<file path="config.mk">
export PLATFORM = sky130hd
export DESIGN_NAME = friscv_cache_line_fetcher
export DESIGN_NICKNAME = d
export VERILOG_FILES = /design/src/rtl/friscv_cache_pkg.sv /design/src/rtl/friscv_cache_line_fetcher.sv
export SDC_FILE = /design/constraint.sdc
export NUM_CORES = 1
export LEC_CHECK = 0
export BUFFER_PORTS_ARGS = -buffer_cell sky130_fd_sc_hd__buf_2
export CAP_MARGIN = 30
export CELL_PAD_IN_SITES_DETAIL_PLACEMENT = 1
export CELL_PAD_IN_SITES_GLOBAL_PLACEMENT = 2
export CORE_MARGIN = 8
export CORE_UTILIZATION = 36
export DETAILED_ROUTE_END_ITERATION = 8
export HOLD_SLACK_MARGIN = 0.12
export MAX_ROUTING_LAYER = met4
export PLACE_DENSITY_LB_ADDON = 0.1
export SYNTH_ARGS = -nofsm -noshare
export SYNTH_HDL_FRONTEND = slang
export SYNTH_SLANG_ARGS = --single-unit
</file>
<file path="constraint.sdc">
create_clock -name aclk -period 4.18 [get_ports aclk]
set_input_delay 0.418 -clock aclk [delete_from_list [all_inputs] [get_ports aclk]]
set_output_delay 0.418 -clock aclk [all_outputs]
set_load 0.05 [all_outputs]
</file>
<file path="src/rtl/friscv_cache_pkg.sv">
// Shared definitions for the cache miss/flush machinery: AXI encodings,
// fetcher state encoding and geometry helpers.
package friscv_cache_pkg;

  localparam logic [1:0] AXI_INCR = 2'b01;
  localparam logic [1:0] AXI_OKAY = 2'b00;

  typedef enum logic [2:0] {
    ST_IDLE  = 3'd0,
    ST_AR    = 3'd1,
    ST_R     = 3'd2,
    ST_WRITE = 3'd3,
    ST_FLUSH = 3'd4
  } fetcher_state_t;

  function automatic int calc_beats(input int block_w, input int data_w);
    return block_w / data_w;
  endfunction

  function automatic int calc_index_ix(input int block_w);
    return $clog2(block_w / 8);
  endfunction

  function automatic int calc_axi_size(input int data_w);
    return $clog2(data_w / 8);
  endfunction

endpackage

</file>
<file path="src/rtl/friscv_cache_line_fetcher.sv">
// Cache miss handler: fetches one aligned line with a single AXI4 INCR burst,
// writes it into the cache blocks, and runs the full-index flush sweep.
module friscv_cache_line_fetcher
  import friscv_cache_pkg::*;
#(
  parameter int ADDR_W        = 32,
  parameter int AXI_ID_W      = 8,
  parameter int AXI_ID        = 'h10,
  parameter int AXI_DATA_W    = 32,
  parameter int CACHE_BLOCK_W = 128,
  parameter int CACHE_DEPTH   = 512
)(
  input  logic                       aclk,
  input  logic                       aresetn,
  input  logic                       srst,
  input  logic                       flush_req,
  output logic                       flush_ack,
  input  logic                       miss_valid,
  output logic                       miss_ready,
  input  logic [ADDR_W-1:0]          miss_addr,
  output logic                       fetch_done,
  output logic                       fetch_err,
  output logic                       arvalid,
  input  logic                       arready,
  output logic [ADDR_W-1:0]          araddr,
  output logic [7:0]                 arlen,
  output logic [2:0]                 arsize,
  output logic [1:0]                 arburst,
  output logic [AXI_ID_W-1:0]        arid,
  input  logic                       rvalid,
  output logic                       rready,
  input  logic [AXI_ID_W-1:0]        rid,
  input  logic [1:0]                 rresp,
  input  logic [AXI_DATA_W-1:0]      rdata,
  input  logic                       rlast,
  output logic                       cache_wen,
  output logic [ADDR_W-1:0]          cache_waddr,
  output logic [CACHE_BLOCK_W-1:0]   cache_wdata,
  output logic [CACHE_BLOCK_W/8-1:0] cache_wstrb,
  output logic                       cache_flush
);

  localparam int BEATS    = calc_beats(CACHE_BLOCK_W, AXI_DATA_W);
  localparam int INDEX_IX = calc_index_ix(CACHE_BLOCK_W);
  localparam int STRB_W   = CACHE_BLOCK_W / 8;
  localparam int IDX_W    = (CACHE_DEPTH > 1) ? $clog2(CACHE_DEPTH) : 1;

  localparam logic [7:0]          LAST_BEAT = 8'(BEATS - 1);
  localparam logic [IDX_W-1:0]    LAST_IDX  = IDX_W'(CACHE_DEPTH - 1);
  localparam logic [ADDR_W-1:0]   LINE_MASK = ~(ADDR_W'((1 << INDEX_IX) - 1));
  localparam logic [AXI_ID_W-1:0] MY_ID     = AXI_ID_W'(AXI_ID);

  fetcher_state_t             state_r, state_s;
  logic [ADDR_W-1:0]          base_r, base_s;
  logic [CACHE_BLOCK_W-1:0]   line_r, line_s;
  logic                       err_r, err_s;
  logic [7:0]                 beat_r, beat_s;
  logic [IDX_W-1:0]           idx_r, idx_s;
  logic                       beat_bad_s;

  logic                       miss_ready_r, miss_ready_s;
  logic                       arvalid_r, arvalid_s;
  logic                       rready_r, rready_s;
  logic                       cache_wen_r, cache_wen_s;
  logic [ADDR_W-1:0]          cache_waddr_r, cache_waddr_s;
  logic [CACHE_BLOCK_W-1:0]   cache_wdata_r, cache_wdata_s;
  logic [STRB_W-1:0]          cache_wstrb_r, cache_wstrb_s;
  logic                       cache_flush_r, cache_flush_s;
  logic                       fetch_done_r, fetch_done_s;
  logic                       fetch_err_r, fetch_err_s;
  logic                       flush_ack_r, flush_ack_s;

  // Next-state and next-output logic; srst is folded in here so the flops only see aresetn
  always_comb begin
    state_s       = state_r;
    base_s        = base_r;
    line_s        = line_r;
    err_s         = err_r;
    beat_s        = beat_r;
    idx_s         = idx_r;
    cache_waddr_s = cache_waddr_r;
    cache_wen_s   = 1'b0;
    cache_wdata_s = '0;
    cache_wstrb_s = '0;
    cache_flush_s = 1'b0;
    fetch_done_s  = 1'b0;
    fetch_err_s   = 1'b0;
    flush_ack_s   = 1'b0;
    miss_ready_s  = 1'b0;
    arvalid_s     = 1'b0;
    rready_s      = 1'b0;
    beat_bad_s    = (rresp != AXI_OKAY) || (rid != MY_ID) ||
                    (rlast && (beat_r != LAST_BEAT));

    if (srst) begin
      state_s       = ST_IDLE;
      base_s        = '0;
      line_s        = '0;
      err_s         = 1'b0;
      beat_s        = 8'd0;
      idx_s         = '0;
      cache_waddr_s = '0;
    end else begin
      case (state_r)
        ST_IDLE: begin
          // A miss handshake already made visible by miss_ready is honoured;
          // a flush raised in that same cycle is served after the fetch.
          if (miss_valid && miss_ready_r) begin
            state_s = ST_AR;
            base_s  = miss_addr & LINE_MASK;
            err_s   = 1'b0;
            beat_s  = 8'd0;
          end else if (flush_req) begin
            state_s = ST_FLUSH;
            idx_s   = '0;
          end else begin
            state_s = ST_IDLE;
          end
        end
        ST_AR: begin
          if (arready) begin
            state_s = ST_R;
          end else begin
            state_s = ST_AR;
          end
        end
        ST_R: begin
          if (rvalid && rready_r) begin
            line_s[beat_r*AXI_DATA_W +: AXI_DATA_W] = rdata;
            err_s = err_r | beat_bad_s;
            if (beat_r == LAST_BEAT) begin
              state_s       = ST_WRITE;
              cache_wen_s   = ~err_s;
              cache_waddr_s = base_r;
              cache_wdata_s = line_s;
              cache_wstrb_s = {STRB_W{1'b1}};
              fetch_done_s  = 1'b1;
              fetch_err_s   = err_s;
            end else begin
              beat_s = beat_r + 8'd1;
            end
          end else begin
            state_s = ST_R;
          end
        end
        ST_WRITE: begin
          state_s = ST_IDLE;
        end
        ST_FLUSH: begin
          if (idx_r == LAST_IDX) begin
            state_s = ST_IDLE;
          end else begin
            idx_s = idx_r + 1'b1;
          end
        end
        default: begin
          state_s = ST_IDLE;
        end
      endcase

      // Sweep write for the index that will be current next cycle
      if (state_s == ST_FLUSH) begin
        cache_wen_s   = 1'b1;
        cache_flush_s = 1'b1;
        cache_waddr_s = ADDR_W'(idx_s) << INDEX_IX;
        cache_wdata_s = '0;
        cache_wstrb_s = {STRB_W{1'b1}};
        flush_ack_s   = (idx_s == LAST_IDX);
      end else begin
        cache_flush_s = 1'b0;
      end

      miss_ready_s = (state_s == ST_IDLE) && !flush_req;
      arvalid_s    = (state_s == ST_AR);
      rready_s     = (state_s == ST_R) || (state_s == ST_IDLE);
    end
  end

  // FSM state register
  always_ff @(posedge aclk or negedge aresetn) begin
    if (!aresetn) begin
      state_r <= ST_IDLE;
    end else begin
      state_r <= state_s;
    end
  end

  // Datapath registers and registered outputs
  always_ff @(posedge aclk or negedge aresetn) begin
    if (!aresetn) begin
      base_r        <= '0;
      line_r        <= '0;
      err_r         <= 1'b0;
      beat_r        <= 8'd0;
      idx_r         <= '0;
      miss_ready_r  <= 1'b0;
      arvalid_r     <= 1'b0;
      rready_r      <= 1'b0;
      cache_wen_r   <= 1'b0;
      cache_waddr_r <= '0;
      cache_wdata_r <= '0;
      cache_wstrb_r <= '0;
      cache_flush_r <= 1'b0;
      fetch_done_r  <= 1'b0;
      fetch_err_r   <= 1'b0;
      flush_ack_r   <= 1'b0;
    end else begin
      base_r        <= base_s;
      line_r        <= line_s;
      err_r         <= err_s;
      beat_r        <= beat_s;
      idx_r         <= idx_s;
      miss_ready_r  <= miss_ready_s;
      arvalid_r     <= arvalid_s;
      rready_r      <= rready_s;
      cache_wen_r   <= cache_wen_s;
      cache_waddr_r <= cache_waddr_s;
      cache_wdata_r <= cache_wdata_s;
      cache_wstrb_r <= cache_wstrb_s;
      cache_flush_r <= cache_flush_s;
      fetch_done_r  <= fetch_done_s;
      fetch_err_r   <= fetch_err_s;
      flush_ack_r   <= flush_ack_s;
    end
  end

  assign miss_ready  = miss_ready_r;
  assign arvalid     = arvalid_r;
  assign araddr      = base_r;
  assign arlen       = LAST_BEAT;
  assign arsize      = 3'(calc_axi_size(AXI_DATA_W));
  assign arburst     = AXI_INCR;
  assign arid        = MY_ID;
  assign rready      = rready_r;
  assign cache_wen   = cache_wen_r;
  assign cache_waddr = cache_waddr_r;
  assign cache_wdata = cache_wdata_r;
  assign cache_wstrb = cache_wstrb_r;
  assign cache_flush = cache_flush_r;
  assign fetch_done  = fetch_done_r;
  assign fetch_err   = fetch_err_r;
  assign flush_ack   = flush_ack_r;

endmodule

</file>
# --- Word-level counts from Yosys, hierarchy flattened ---
# Cells that the tools add are included.
classes:
  addsub: 3
  n_bitwise: 2
  n_mux: 66
  n_eq_ne: 14
  reduce_logical: 24
  shifts: 2
op_table:
  columns: ["op", "n"]
  rows:
  - ["$mux W128", 8]
  - ["$mux W32", 8]
  - ["$bwmux W128", 1]
  - ["$shift A32 B34 Y128 const A", 1]
  - ["$shiftx A32 B34 Y128", 1]
  - ["$mux W16", 5]
  - ["$mux W9", 5]
  - ["$neg A13 Y34", 1]
  - ["$mux W8", 4]
  - ["$mux W1", 23]
  - ["$mux W3", 7]
  - ["$eq A9 B9 Y1 const B", 2]
  - ["$pmux W9 S2", 1]
  - ["$pmux W8 S2", 1]
  - ["$pmux W3 S4", 1]
  - ["$reduce_bool A3 Y1", 4]
  - ["$reduce_bool A2 Y1", 5]
  - ["$add A9 B1 Y9 const B", 1]
  - ["$ne A3 B3 Y1 const B", 3]
  - ["$add A8 B1 Y8 const B", 1]
  - ["$eq A8 B2 Y1 const B", 1]
  - ["$ne A8 B2 Y1 const B", 1]
  - ["$ne A8 B5 Y1 const B", 1]
  - ["$eq A3 B1 Y1 const B", 2]
  - ["other kinds (13)", 23]
totals:
  reg_bits: 365
  inputBits: 82
  out_inout_bits: 237

# --- Depth between registers and ports, before layout ---
depth:
  depth_word: 10
  depth_mapped: 11
  mapped_depth_nobuf: 9

# --- Least setup slack after synthesis ---
# OpenSTA, ideal clock, no wires.
synth_timing:
  path_kind: "reg-to-reg"
  from: "reg beat_r[2]"
  to: "reg line_r[63]"
  setup_ns: 0.075
  t_arrival_ns: 2.610
  slack_ns: 1.495
  period_less_slack_ns: 2.685
  path_stages_with_launch: 12
  path_cell_list: "dfrtp_1 buf_2 nor2_1 and4_1 ha_1 nor2b_1 o2111ai_1 nand4b_2 nor4_1 nor2_1 buf_1 o2bb2ai_2"
synth_via:
  elab_chain_len: 6
  word_cells_on_any_way: 7
  cone_classes: "add/sub: 1; shift: 2; mux: 4"
synth_rtl:
  columns: ["item", "line", "text"]
  rows:
  - ["from (decl)", "friscv_cache_line_fetcher.sv:57", "logic [7:0] beat_r, beat_s;"]
  - ["from (signal assigned)", "friscv_cache_line_fetcher.sv:211", "beat_r <= beat_s;"]
  - ["$neg A13 Y34 *", "friscv_cache_line_fetcher.sv:129", "line_s[beat_r*AXI_DATA_W +: AXI_DATA_W] = rdata;"]
  - ["$shiftx A32 B34 Y128 / $shift A32 B34 Y128 (equally long branches)", "friscv_cache_line_fetcher.sv:129", null]
  - ["$bwmux W128 *", "friscv_cache_line_fetcher.sv:129", null]
  - ["$mux W128 *", "friscv_cache_line_fetcher.sv:128", "if (rvalid && rready_r) begin"]
  - ["$mux W128 *", "friscv_cache_line_fetcher.sv:104", "case (state_r)"]
  - ["$mux W128 *", "friscv_cache_line_fetcher.sv:95", "if (srst) begin"]
  - ["to (signal assigned)", "friscv_cache_line_fetcher.sv:209", "line_r <= line_s;"]
  - ["to (decl)", "friscv_cache_line_fetcher.sv:55", "logic [CACHE_BLOCK_W-1:0] line_r, line_s;"]
# Mark *: on every way between the ends. The rest lies on a longest branch, timed or not. The select of a mux whose other input is x is not followed.
# A chain may end at the register's enable or synchronous reset.

# --- Final worst setup path ---
layout_timing:
  from: "reg beat_r[3]"
  to: "reg line_r[84]"
# The elaborated chain is that of the path after synthesis.

==> results.py <==
metrics = {
    "route": {
        "drcViolationCount": 0,
        "viasPerCell": 5.18,
        "ant_nets": 0,
        "drt-total-wl_um": 49500,
        "drt_iter0_drc": 767,
        "wl_per_cell_um": 21.5,
        "dr.pass1.iters": 4,
        "vias": 11900,
    },
    "finish": {
        "layout.nets": 1834,
        "finalNonFillerCells": 2300,
        "drive_above_1_share_pct": 24.1,
        "area_growth_pct": 24.1,
        "fillers": 4504,
        "final_util_pct": 45.3,
        "seqCellArea_um2": 8560,
        "multi_input_area_um2": 5330,
    },
    "placed_design": {
        "dp_hpwl_um": 32600,
        "place_inst": 2201,
        "port_buffers": 285,
        "gp_congestion": 0.827,
        "post-place-ws_ps": 762,
    },
    "die": {
        "core_um2": 39700,
        "dieArea_um2": 46900,
        "die_y_um": 217,
        "start_util_pct": 36.5,
        "io_pins": 319,
        "die_width_um": 217,
        "placementRows": 73,
    },
    "logic_synthesis": {
        "ys_warn_count": 0,
        "syn-cell-area_um2": 14500,
        "synth.avg_cell_area_um2": 9.83,
        "syn_inst": 1474,
        "ys_seq_area_share_pct": 59.1,
        "async_flop_share_pct": 100,
        "synth_cell_types": 57,
        "ys_ff_latch": 342,
        "synth-edff-count": 0,
        "dominantRegCellSynth": "dfrtp_1",
    },
    "clock_tree": {
        "cts_root_buf": "clkbuf_16",
        "cts_resized": 0,
        "htreeDepth": 2,
        "cts.sinks": 342,
        "cts_tree": "yes",
        "cts_buffers": 39,
        "clock_latency_ps": 550,
        "cts.clk_slew.worst_paths_ps": 60,
        "clockBufferDepth": 3,
    },
    "global_routing": {
        "grt_pass1_vias": 13000,
        "grt_pass1_wl_um": 77800,
        "grt_remaining_overflow": 0,
        "antenna_found_initial": 1,
        "grt_max_degree": 119,
        "grtUsageTotal_pct": 21.4,
    },
    "timing": {
        "fmax_mhz": 294,
        "finalCritPeriodShare_pct": 81.4,
        "setup_viol": 0,
        "period_needed_ps": 3400,
        "max_slew.worst_pin.slew_ps": 953,
        "rsz0062_at_grt": "false",
        "skew_ps": 11.3,
        "drv_slew": 0,
        "slew_headroom_pct": 36.4,
        "finalWorstSetupSlack_ps": 777,
        "holdWs_ps": 162,
        "hold_viol_final": 0,
        "tns_ps": 0,
    },
    "worst_setup_path": {
        "worstSetupPathType": "register to register",
        "slowest_delay_ps": 560,
        "arrival_ps": 3830,
        "crit_required_ps": 4600,
        "critPathMaxFanout": 17,
        "path_cells": "nor2_1, and4_1, ha_1, nor2b_1, o2111ai_1, nand4b_2, buf_4, nor4_1, nor2_4, buf_16, a22o_1",
        "end_kind": "register",
        "crit_buf_inv": 2,
        "startpoint_type": "register",
        "slowest_stage": "dfrtp_1",
        "cp_top_family": "simple AND/OR/NAND/NOR gates",
    },
    "pwr": {
        "powerDensity_nw_per_um2": 404,
        "max-vdd-ir-drop_mv": 0.228,
        "power.leakage_nw": 8.37,
    },
    "job": {
        "cap_violations": 0,
    },
    "status": {
        "outcome": "complete, no violations",
    },
    "min_path": {
        "min_path_type": "primary input to register",
    },
}
placed cells by master (no fill, tap or decap), types with 30 or more instances in the layout:
cell,synthesis,routed
a21oi_1,221,220
a22o_1,35,35
clkbuf_16,0,41
nor2_1,42,38
nand2_1,415,412
dfrtp_1,342,342
dlygate4sd3_1,0,30
buf_4,45,37
buf_2,16,283
o2bb2ai_1,44,44
nand3_1,72,71
repair_timing:
item	CTS	global route
hold buffers	30	0
buffers inserted	0	0
endpoints found under the hold margin	141	0
synthesized netlist by cell type, types with 3 or more instances:
library cell,instances,share of area [%]
o2bb2ai_2,20,2.1
a21o_1,4,0.21
or3_1,3,0.13
nor2_1,42,1.1
and3_1,3,0.13
nor3_1,13,0.45
o2bb2ai_1,44,2.7
nand3_1,72,2.5
or4_1,3,0.16
inv_1,5,0.13
nor2b_1,5,0.22
dfrtp_1,342,59
buf_1,6,0.16
buf_2,16,0.55
nand2b_1,4,0.17
nand3b_1,3,0.16
nand2_1,415,11
nand4_1,5,0.22
nor4_2,3,0.26
a22o_1,35,2.1
and2_1,5,0.22
buf_4,45,2.3
a311oi_1,3,0.18
o2111ai_1,5,0.30
clkbuf_1,81,2.1
mux2i_1,5,0.35
a21oi_1,221,7.6
o21ai_0,11,0.38
xor2_1,6,0.36
nor4_1,6,0.26
ha_1,4,0.35
xnor2_1,6,0.36
buf_6,3,0.23
where the power goes:
part	total, W	internal (W)	switching [W]
clock	0.00343	0.00207	0.00136
sequential	0.00334	0.00333	0.0000150
combinational	0.000489	0.000107	0.000382
total	0.00726	0.00550	0.00176
path summary, 6_finish.rpt:
check                                              from                      end  slack [ps]  depth (start not counted)
worst min register to register  line_r[127]$_DFFE_PN0P_  line_r[127]$_DFFE_PN0P_         490                          1
worst min-delay path                          rdata[31]   line_r[63]$_DFFE_PN0P_         160                          3
max in group asynchronous                       aresetn   line_r[12]$_DFFE_PN0P_        2550                          3
worst max-delay path              beat_r[3]$_DFFE_PN0P_   line_r[84]$_DFFE_PN0P_         780                         11
min in group asynchronous                       aresetn   line_r[94]$_DFFE_PN0P_         560                          2
worst max register to register    beat_r[3]$_DFFE_PN0P_   line_r[84]$_DFFE_PN0P_         780                         11
cell type report:
type	instances	area share, %
Antenna cell	1	0.0139
Inverter	6	0.125
Multi-Input combinational cell	1002	29.6
Clock buffer	61	6.62
Timing Repair Buffer	357	11.9
Tap cell	525	3.65
Sequential cell	342	47.6
Clock inverter	6	0.445
state kept, by name, summed over array words and instances (netlist names), 3 cells and up:
signal,cells
state_r,3
araddr,28
idx_r,9
cache_wdata,128
line_r,128
cache_waddr,28
beat_r,8
tightest hold or removal path, delay by kind of cell:
family | cells | cell delay (ps)
AO/OA/AOI/OAI | 1 | 60
buffers and inverters | 1 | 110
AND/OR/NAND/NOR | 1 | 90
routing by layer:
layer | part of all wire, % | vias up | GRT usage, % | wire length [µm]
met4 | 2.1 | 0 | 5.91 | 1050
met1 | 43 | 6055 | 26.4 | 21200
met3 | 6.0 | 68 | 5.21 | 2980
met2 | 49 | 288 | 35.0 | 24200
met5 | 0 | - | - | 0
li1 | - | 5492 | - | -
cell families after synthesis:
kind of cell / synth area share, %
AOI/OAI and AO/OA: 16.2
xor gates and xnor gates: 0.726
adders and majority gates: 0.346
buffers and inverters: 5.53
DFF: 59.1
muxes: 0.423
other: 0.0519
and+or+nand+nor: 17.6
metrics by stage:
| step | instance area (µm²) | total power [W] |
|---|---|---|
| after floorplan | 14600 | 0.00368 |
| after global placement | 16400 | 0.00387 |
| after detailed placement | 16400 | 0.00387 |
| after CTS | 18000 | 0.00736 |
| after global routing | 18000 | 0.00751 |
| final | 18000 | 0.00726 |
No activity file was read; power rests on OpenSTA's default activity.
